File: src/rtl/ahb_master.sv
// ahb_master: single-outstanding AHB-Lite master bridging a valid/ready
// command/response interface onto one NONSEQ single transfer at a time.
//
// Optional feature: define AHB_MASTER_TIMEOUT_EN to abort a transfer after
// TIMEOUT_CYCLES consecutive HREADY-low cycles in the address or data phase.
// Without it the block waits indefinitely for HREADY.
//
// Ports:
//   clk, rst_n            clock, asynchronous active-low reset
//   cmd_valid/cmd_ready   command handshake (ready only when idle)
//   cmd_addr/write/wdata  byte address, direction, write data
//   rsp_valid/rsp_ready   response handshake
//   rsp_rdata/rsp_err     read data (0 on writes/errors), error flag
//   HADDR/HWRITE/HWDATA   registered AHB address, direction, write data
//   HTRANS                IDLE (2'b00) or NONSEQ (2'b10) only
//   HRDATA/HREADY/HRESP   AHB slave read data, ready, error response
module ahb_master #(
  parameter int unsigned TIMEOUT_CYCLES = 16
) (
  input  logic        clk,
  input  logic        rst_n,
  input  logic        cmd_valid,
  output logic        cmd_ready,
  input  logic [31:0] cmd_addr,
  input  logic        cmd_write,
  input  logic [31:0] cmd_wdata,
  output logic        rsp_valid,
  input  logic        rsp_ready,
  output logic [31:0] rsp_rdata,
  output logic        rsp_err,
  output logic [31:0] HADDR,
  output logic        HWRITE,
  output logic [31:0] HWDATA,
  output logic [1:0]  HTRANS,
  input  logic [31:0] HRDATA,
  input  logic        HREADY,
  input  logic        HRESP
);

  typedef enum logic [1:0] {
    S_IDLE,
    S_ADDR,
    S_DATA,
    S_RESP
  } state_t;

  state_t      state;
  logic [31:0] wdata_q;   // write data held from acceptance to the data phase
  logic        err_q;     // HRESP seen on an earlier stalled data cycle

`ifdef AHB_MASTER_TIMEOUT_EN
  localparam int unsigned CNT_W = $clog2(TIMEOUT_CYCLES + 1);
  localparam logic [CNT_W-1:0] TMO_LAST = CNT_W'(TIMEOUT_CYCLES - 1);
  logic [CNT_W-1:0] tmo_cnt;
`endif

  assign cmd_ready = (state == S_IDLE);

  always_ff @(posedge clk or negedge rst_n) begin
    if (!rst_n) begin
      state     <= S_IDLE;
      HTRANS    <= 2'b00;
      HADDR     <= '0;
      HWRITE    <= 1'b0;
      HWDATA    <= '0;
      rsp_valid <= 1'b0;
      rsp_rdata <= '0;
      rsp_err   <= 1'b0;
      wdata_q   <= '0;
      err_q     <= 1'b0;
`ifdef AHB_MASTER_TIMEOUT_EN
      tmo_cnt   <= '0;
`endif
    end else begin
      case (state)
        S_IDLE: begin
          if (cmd_valid) begin
            if (cmd_addr[1:0] == 2'b00) begin
              state   <= S_ADDR;
              HTRANS  <= 2'b10;
              HADDR   <= cmd_addr;
              HWRITE  <= cmd_write;
              wdata_q <= cmd_write ? cmd_wdata : '0;
              err_q   <= 1'b0;
            end else begin
              // Misaligned: never touches the bus, answers with an error.
              state     <= S_RESP;
              rsp_valid <= 1'b1;
              rsp_err   <= 1'b1;
              rsp_rdata <= '0;
            end
          end
        end

        S_ADDR: begin
          if (HREADY) begin
            state  <= S_DATA;
            HTRANS <= 2'b00;
            HWDATA <= wdata_q;
`ifdef AHB_MASTER_TIMEOUT_EN
            tmo_cnt <= '0;
          end else if (tmo_cnt == TMO_LAST) begin
            state     <= S_RESP;
            HTRANS    <= 2'b00;
            rsp_valid <= 1'b1;
            rsp_err   <= 1'b1;
            rsp_rdata <= '0;
            tmo_cnt   <= '0;
          end else begin
            tmo_cnt <= tmo_cnt + 1'b1;
`endif
          end
        end

        S_DATA: begin
          if (HREADY) begin
            state     <= S_RESP;
            rsp_valid <= 1'b1;
            // Error covers both cycles of the two-cycle error response.
            rsp_err   <= err_q | HRESP;
            rsp_rdata <= (HWRITE || err_q || HRESP) ? '0 : HRDATA;
`ifdef AHB_MASTER_TIMEOUT_EN
            tmo_cnt   <= '0;
          end else if (tmo_cnt == TMO_LAST) begin
            state     <= S_RESP;
            rsp_valid <= 1'b1;
            rsp_err   <= 1'b1;
            rsp_rdata <= '0;
            tmo_cnt   <= '0;
`endif
          end else begin
            err_q <= err_q | HRESP;
`ifdef AHB_MASTER_TIMEOUT_EN
            tmo_cnt <= tmo_cnt + 1'b1;
`endif
          end
        end

        S_RESP: begin
          if (rsp_ready) begin
            state     <= S_IDLE;
            rsp_valid <= 1'b0;
          end
        end

        default: state <= S_IDLE;
      endcase
    end
  end

endmodule

File: config.mk
export PLATFORM = sky130hd
export DESIGN_NAME = ahb_master
export DESIGN_NICKNAME = d
export VERILOG_FILES = /design/src/rtl/ahb_master.sv
export SDC_FILE = /design/constraint.sdc
export NUM_CORES = 1
export LEC_CHECK = 0
export ABC_AREA = 1
export BUFFER_PORTS_ARGS = -buffer_cell sky130_fd_sc_hd__buf_2
export CORE_UTILIZATION = 41
export DETAILED_ROUTE_END_ITERATION = 12
export GPL_TIMING_DRIVEN = 0
export PLACE_DENSITY_LB_ADDON = 0.2
export SLEW_MARGIN = 10
export SYNTH_ARGS = -nofsm -noshare
export SYNTH_HDL_FRONTEND = slang
export SYNTH_SLANG_ARGS = --single-unit
export TNS_END_PERCENT = 100
File: constraint.sdc
create_clock -name clk -period 1.55 [get_ports clk]
set_clock_uncertainty 0.15 [all_clocks]
set_input_delay 0.155 -clock clk [delete_from_list [all_inputs] [get_ports clk]]
set_output_delay 0.155 -clock clk [all_outputs]
set_load 0.01 [all_outputs]
==> flow_results.org, run 1 <==
** Run status
- Status :: finished, violations left
- The checks that failed: setup timing.

** Finish
- Post-layout instance count excluding filler cells :: 1185
- After routing the design area is 9510 sq um.
- Antenna Cells :: 0
- Layout Utilization :: between 70% and 80%
- Synthesis-to-layout area growth :: 69.3%
- In the final design database the tool counted 1105 nets.
- The post-route netlist has 43.8% of its cells at a drive strength greater than 1.
- Leaving out fill and tap cells, the most frequent cell in the layout is buf_2.
- In the layout the commonest cells are 206 x buf_2, 164 x nand2_1, 135 x dfrtp_1.

** Synth
- Main synth FF type :: dfrtp_1
- Number of synthesized register bits :: 135
- After synthesis, the share of flip-flops with an asynchronous set or reset is 100%.
- After synthesis, the mean cell area works out to 8.62 sq um.
- Post-Synthesis Cell Area :: 5620 sq um
- Counting every instance in the synthesized netlist gives 652.
- Synthesis produced a netlist with a net count of 761.
- The Yosys step of the flow raised 0 warnings.
- Netlist cell types :: 21
- Register area share after synthesis :: between 60% and 70%
- Number of enable-type register cells in the synthesized netlist :: 0

** Power and ir drop
- Per report_power, the combinational group accounts for 39.8% of the total.
- Clock group share of total power :: 25.5%
- Leakage Power :: roughly 0.0053 uW
- Summed over all nets, the switching power comes to 6110 uW.
- Max VDD drop :: 1000 uV
- The internal portion of the total power is ~11000 uW.
- Sw Ratio :: 36.2%
- Sequential cells burn 34.7% of the power.
- Dividing total power by cell area gives a power density of between 1500 and 2000 nW/um^2.

** Timing
- The hold violation count in the final report is 0.
- Setup repair after global routing could not meet its margin everywhere.
- Achievable Freq :: 588 MHz
- Total count of max-transition violations in the final report :: 0
- Headroom to the max-slew limit came out at 60.4%.
- After layout, the worst path uses 110% of the clock period.
- Setup violations remaining at the end of the flow were counted as 96.
- Transition time of the tightest slew-check pin :: 0.594 ns
- Adding up every negative setup slack in the final design gives -9.58 ns.
- On the final layout, the worst hold slack is 0.0427 ns.
- Time the worst path needs with I/O delays and setup :: 1.70 ns
- Final worst setup slack :: -0.150 ns

** Floorplanning
- Core area :: 13300 sq um
- Die Footprint :: 14200 sq um
- Measured along the x axis, the die boundary spans 119 um.
- Count of standard-cell rows :: 42
- Die height :: 119 um
- In this run the count of I/O pins placed on the die edge is 205.
- Starting utilization of the core area :: 42.3%

** Worst hold path
- The path class of the tightest hold or removal check is in -> reg.
- The path with the worst hold slack has its endpoint at state[1]$_DFFE_PN0P_.
- Hold Startpoint :: cmd_addr[1]
- Hold Path Stages :: 5

** Global route
- Total global-route track usage :: between 20% and 30%
- Entering global routing, the biggest net connects 75 pins.
- Wire length of the first global-routing pass :: roughly 26000 um
- The initial antenna violation count is 0.
- Number of global-route vias before repair :: between 5000 and 6000
- After global routing the overflow that remains totals 0.

** Detailed routing
- Routed wire length :: 17100 um
- In the final routed layout, each cell accounts on average for between 10 and 15 um.
- Number of routed nets with antenna violations :: 0
- For this block, the initial DRC count from the detailed router was 232.
- Detailed-router iteration count before antenna repair :: 5
- Dividing the detail-routed via count by the number of cells gives 4.58.
- Summing over every cut layer, the via total after detailed routing is 5422.
- Post-route DRC violation count :: 0

** Clocking
- CTS clock-pin slew for the worst setup and hold paths :: 0.06 ns
- The tree is rooted in a clkbuf_16.
- The later pin in the worst-skew pair is clocked with a latency of 0.42 ns.
- Total clock buffers created by CTS :: 17
- In this run the number of H-tree levels came out at 4.
- Clock tree from TritonCTS :: yes
- For this design, the sink count on the clock tree is 135.
- Bufs on Longest Clock Path :: 2

** Placed design
- Final estimated routing congestion in global placement :: roughly 0.78
- Area of placed instances :: 6920 sq um
- Number of port buffers :: 203
- Detailed placement finished with a half-perimeter wire length of 9450 um.
- In this run, placement finished with an instance count of 1032.

** Worst setup path
- Critical path startpoint category :: register
- Reg-to-reg setup timing slack :: -0.15 ns
- The worst setup path is of the reg -> reg kind.
- Kind of end point of the critical path :: register
- Tracing the worst setup path back leads to its startpoint at state[0]$_DFFE_PN0P_.
- Reg-to-Reg Start :: state[0]$_DFFE_PN0P_
- For the worst setup path, the data required time is 1.71 ns.
- Of all nets on the critical path, the largest fanout is 8.
- Path depth of the worst reg2reg path :: 10
- In this run the critical register-to-register path is captured at rsp_rdata[11]$_DFFE_PN0P_.
- Arrival time at the worst endpoint :: 1.86 ns

** Job
- The tool flagged a number of max-cap violations equal to 0.
[cells in the mapped netlist (2+ instances only)]
cell,instances,area share (%)
buf_4,3,0.40
buf_6,12,2.4
clkbuf_1,13,0.87
dfrtp_1,135,60
ha_1,6,1.3
inv_1,79,5.3
nand2_1,276,18
nand2_2,2,0.22
nand3_1,4,0.36
nor2_1,41,2.7
nor2_2,2,0.22
nor2_4,3,0.60
o21ai_0,50,4.5
o21ai_1,19,1.7
[worst max-delay path: stages (launching register included)]
cell and delay [ns]:
dfrtp_1 0.39, inv_2 0.09, ha_4 0.19, buf_6 0.12
inv_2 0.04, nor2_2 0.04, nor2_4 0.11, nand3_4 0.16
buf_6 0.19, nand2_2 0.06, nand2_2 0.05
[flip-flops by register name (all words and copies together) (netlist names)]
register / count
HADDR: 32
HTRANS: 1
HWDATA: 32
HWRITE: 1
err_q: 1
rsp_err: 1
rsp_rdata: 32
rsp_valid: 1
state: 2
wdata_q: 32
[stage by stage]
stage	total power [uW]	setup slack, ns
floorplan	9000	0.00583
global placement	11000	-1.77
detailed placement	11100	-0.324
CTS	16100	-0.160
global route	18000	-0.249
finish	16900	-0.150
[cell families (layout without fill, tap and decap cells)]
| group | count (synthesis) | after routing | share of synthesized area (%) |
|---|---|---|---|
| other cells | 1 | 1 | 0.0667 |
| simple gates | 330 | 330 | 23.0 |
| flops | 135 | 135 | 60.1 |
| compound gates | 71 | 71 | 6.37 |
| buf+inv | 109 | 466 | 9.11 |
| fa+ha+maj | 6 | 6 | 1.34 |
[cell type report]
cell class / instances / area (sq um)
fill: 957 / 3780
sequential: 135 / 3380
timing repair buffer: 325 / 2340
multi-input combinational: 408 / 2310
clock buffer: 20 / 457
buffer: 29 / 327
inverter: 80 / 303
tap: 176 / 220
clock inverter: 12 / 174
[what timing repair did]
action,CTS,global route
hold buffers,97,0
resized for setup,45,219
buffers inserted,12,3
cloned,4,5
pin swaps,5,30
endpoints found under the hold margin,158,0
endpoints found under the setup margin,129,134
[worst max-delay path by stage]
stage	end	slack (ns)	depth (start not counted)
CTS	rsp_rdata[15]$_DFFE_PN0P_	-0.16	10
global route	wdata_q[14]$_DFFE_PN0P_	-0.25	10
finish	rsp_rdata[11]$_DFFE_PN0P_	-0.15	10
detailed placement	wdata_q[10]$_DFFE_PN0P_	-0.32	6
floorplan	wdata_q[14]$_DFFE_PN0P_	0.006	7
global placement	HADDR[18]$_DFFE_PN0P_	-1.77	1
[power by group through the flow]
stage          combinational [uW]  clock (uW)  sequential (uW)
2_1_floorplan                2690           0             6310
3_3_place_gp                 5220           0             5770
3_5_place_dp                 5320           0             5790
4_1_cts                      5930        4360             5790
5_1_grt                      7450        4540             6040
6_report                     6730        4310             5860
[per-layer routing]
metal	GRT usage [%]	vias up	wire length (um)	part of all wire, %
met1	29.1	2572	7150	42
met4	7.91	0	262	1.5
met3	7.33	24	1040	6.1
li1	-	2652	-	-
met5	0	-	0	0
met2	39.8	174	8640	51
Note: power is estimated with default switching activity, not from simulation.
==> run 2: changes to the inputs <==
ABC_AREA = unset   (was 1)
CTS_CLUSTER_SIZE = 12   (was unset)
==> run 2 against run 1 <==
Effect of this change: the flow still finishes with violations (setup timing); first-iteration DRC count is 5.2% lower; die area is 3.3% lower; design area is 0.16% lower; routed wire length is 4.6% lower; total power is 0.22% lower; via count is 12% lower; worst hold slack better by 0.052 ns; cell count is 16% lower; global-route usage is 0.10 points lower; clock-buffer cell count stayed put; sequential share of layout area is 0.056 points higher; register-to-register slack worse by 0.08 ns; critical endpoint is now HADDR[28]$_DFFE_PN0P_.
==> flow_results.org, run 2 <==
** Synth
- Synth Instances :: 459
- After synthesis, the netlist uses 32 different library cells.
- Register area share after synthesis :: 62.2%
- Largest area contributor in the synthesized netlist :: dfrtp_1
- After synthesis, the share of flip-flops with an asynchronous set or reset is 100%.
- Share of the synthesized area in the top cell type :: approximately 62%
- The cell area that synthesis handed to floorplanning was 5430 sq um.
- Mapped Nets :: 568
- Number of enable-type register cells in the synthesized netlist :: 0
- Dominant cells by area after synthesis :: dfrtp_1 62%, mux2_1 9.5%, nand2_1 9.1%
- Warning count from the yosys run :: 0
- The most used flip-flop cell after synthesis is dfrtp_1.
- Most repeated cell in the gate-level netlist after synthesis :: dfrtp_1
- The synthesized design contains 135 register bits.
- After synthesis, the most frequently instantiated cells are 135 x dfrtp_1, 131 x nand2_1, 55 x o21ai_1.
- Averaged over all synthesized cells, the footprint is about 12 sq um.

** Power and ir drop
- Summing internal, switching and leakage power gives 16900 uW.
- Pwr Density :: 1780 nW/um^2
- In this run the static leakage power is 0.00486 uW.
- Across the VDD grid, the largest voltage drop is between 1000 and 1500 uV.

** Timing
- Final setup violation count :: approximately 130
- Number of hold violations in the final report :: 0
- Setup repair after global routing could not meet its margin everywhere.
- Transition time of the tightest slew-check pin :: 0.519 ns
- The count of pins over their slew limit is 0.
- Dividing the final minimum period by the clock period gives 115%.
- Once routing completed, OpenROAD measured the worst setup slack at -0.228 ns.
- Time the worst path needs with I/O delays and setup :: around 1.8 ns
- The worst pin sits at a relative slew slack of around two thirds.
- Achievable Freq :: 563 MHz

** Clocking
- Clock tree from TritonCTS :: yes
- For the worst-skew pair, the clock arrives at the later sink with an insertion delay of 0.41 ns.
- The clock passes through at most 2 buffers.
- Number of clock sinks :: 135
- Count of H-tree levels built during CTS :: 4
- Clock tree synthesis selected as its root buffer the cell clkbuf_16.
- After clock tree synthesis, the clock-pin slew on the worst setup and hold paths is 0.06 ns.
- Total clock buffers created by CTS :: 17

** Worst hold path
- In this run the most critical hold path is launched from cmd_write.
- Counting instances, the worst hold path has a depth of 2.
- The tightest min-delay check is of the in -> reg type.

** Placed design
- Number of port buffers :: 202
- DPL Wire Length :: 9280 um
- The number of placed instances, taps included, is approximately 830.
- Final estimated routing congestion in global placement :: 0.741

** Detailed routing
- The detail route stage leaves a number of antenna-violating nets equal to 0.
- Detailed routing inserted a total of approximately 4800 vias.
- Starting DRT DRC Count :: 220
- Average wire per standard cell :: 16.3 um
- Post-route DRC violation count :: 0
- The first detailed-routing pass ran for 4 iterations.
- Via-per-instance ratio :: 4.75
- After detailed routing, the total wire length is between 15000 and 20000 um.

** Worst setup path
- Required time worst endpoint :: about 1.7 ns
- In this run the critical register-to-register path is captured at HADDR[28]$_DFFE_PN0P_.
- Path depth of the worst reg2reg path :: 6
- The worst setup path is captured at a register.
- The critical path in this run is classified as reg -> reg.
- CP Capture Point :: HADDR[28]$_DFFE_PN0P_
- For the worst setup path, the data arrival time is approximately 1.9 ns.
- Reg-to-reg setup timing slack :: -0.23 ns
- Critical path startpoint category :: register
- Of all nets on the critical path, the largest fanout is 6.
- In this run the critical register-to-register path is launched from state[0]$_DFFE_PN0P_.
- Tracing the worst setup path back leads to its startpoint at state[0]$_DFFE_PN0P_.

** Finish
- Leaving out fill and tap cells, the most frequent cells in the layout are 203 x buf_2, 135 x dfrtp_1, 104 x nand2_1.
- At the end of the flow the core is filled with cells to 74.3%.
- Post-layout instance count excluding filler cells :: 999
- Leaving out fill and tap cells, the most frequent cell in the layout is buf_2.
- Synthesis-to-layout area growth :: 74.9%
- Proportion of layout cells with a drive suffix above 1 :: 52.2%
- The final layout contains 924 nets.
- Antenna Cells :: 0

** Global route
- The initial antenna violation count was 0.
- Largest net degree at the start of global routing :: 82
- Global routing used between 20% and 30% of the available tracks across all layers.
- The number of global-route vias before repair came to 4950.
- Remaining Overflow, GRT :: 0
- The first global-routing pass estimated about 24000 um of wire.

** Floorplanning
- The die is 117 um wide.
- The floorplan step defined a core boundary enclosing 12800 sq um.
- Once the floorplan was initialized, standard cells occupied 42.5% of the core.
- Top-level port count :: 205
- Die height :: 117 um
- The die covers about 14000 sq um.
- The floorplan has between 40 and 50 rows.

** Job
- # Max-Cap Violations :: 0

** Run status
- Status :: finished, violations left
- The checks that failed: setup timing.
-- run 2: cell types whose count changed in the layout (fill, tap and decap cells not counted), moves of 19 or more --
cell,change
mux2_2,+19
nand2_1,-60
nor2_1,-34
inv_1,-75
o21ai_2,+22
nand2_4,-29
o21ai_0,-32
mux2_4,+29
nand2_2,-59
-- run 2: how the worst min path moves through the flow --
| stage | endpoint | slack, ns |
|---|---|---|
| floorplan | HADDR[0]$_DFFE_PN0P_ | -0.29 |
| global placement | HADDR[20]$_DFFE_PN0P_ | 0.22 |
| detailed placement | rsp_rdata[12]$_DFFE_PN0P_ | -0.005 |
| CTS | HTRANS[1]$_DFFE_PN0P_ | 0.0009 |
| global route | HWRITE$_DFFE_PN0P_ | 0.09 |
| finish | HWRITE$_DFFE_PN0P_ | 0.09 |
-- run 2: area by class of cell --
class | instances | area [sq um]
clock buffers | 20 | 467
plain buffers | 26 | 342
clock inverters | 11 | 241
inverters | 5 | 21.3
repair buffers | 340 | 2550
well taps | 172 | 215
flip-flops and latches | 135 | 3380
multi-input cells | 290 | 2280
fillers | 835 | 3280
-- run 2: metal layers --
| metal | GRT usage (%) | wire (um) |
|---|---|---|
| met1 | 27.5 | 6690 |
| met2 | 40.8 | 8290 |
| met5 | 0 | 0 |
| met4 | 10.5 | 429 |
| met3 | 6.85 | 901 |
-- run 2: logic make-up after synthesis --
kind of cell,share of synthesized area (%)
AOI/OAI and AO/OA,8.25
and+or+nand+nor,10.4
other,0.0691
muxes,13.7
adders and majority gates,1.38
DFF,62.2
buffers and inverters,3.99
-- run 2: power by group --
part | total (uW) | switching [uW] | internal, uW
Clock | 4810 | 1500 | 3310
Sequential | 5700 | 813 | 4890
Combinational | 6350 | 2990 | 3360
-- run 2: worst max-delay path, cell delays in order (launching register included) --
cell	delay (ns)
dfrtp_1	0.39
inv_2	0.13
ha_4	0.21
nand3_4	0.15
buf_12	0.19
clkbuf_16	0.16
mux2_4	0.29
-- run 2: what timing repair did --
| item | CTS | global route |
|---|---|---|
| setup endpoints to repair | 133 | 133 |
| pin swaps | 27 | 34 |
| hold buffers | 99 | 0 |
| buffers inserted | 20 | 4 |
| gates cloned | 11 | 5 |
| hold endpoints to repair | 150 | 0 |
| resized for setup | 92 | 60 |
-- run 2: stage by stage --
stage	TNS (ns)	instance area, sq um	setup WS, ns	hold slack, ns
after floorplan	-3.62	5600	-0.0586	-0.291
after global placement	-231.33	6820	-1.58	0.216
after detailed placement	-24.73	6860	-0.283	-0.00537
after CTS	-14.80	9210	-0.174	0.000933
after global routing	-24.46	9500	-0.289	0.0892
final	-15.12	9500	-0.228	0.0944
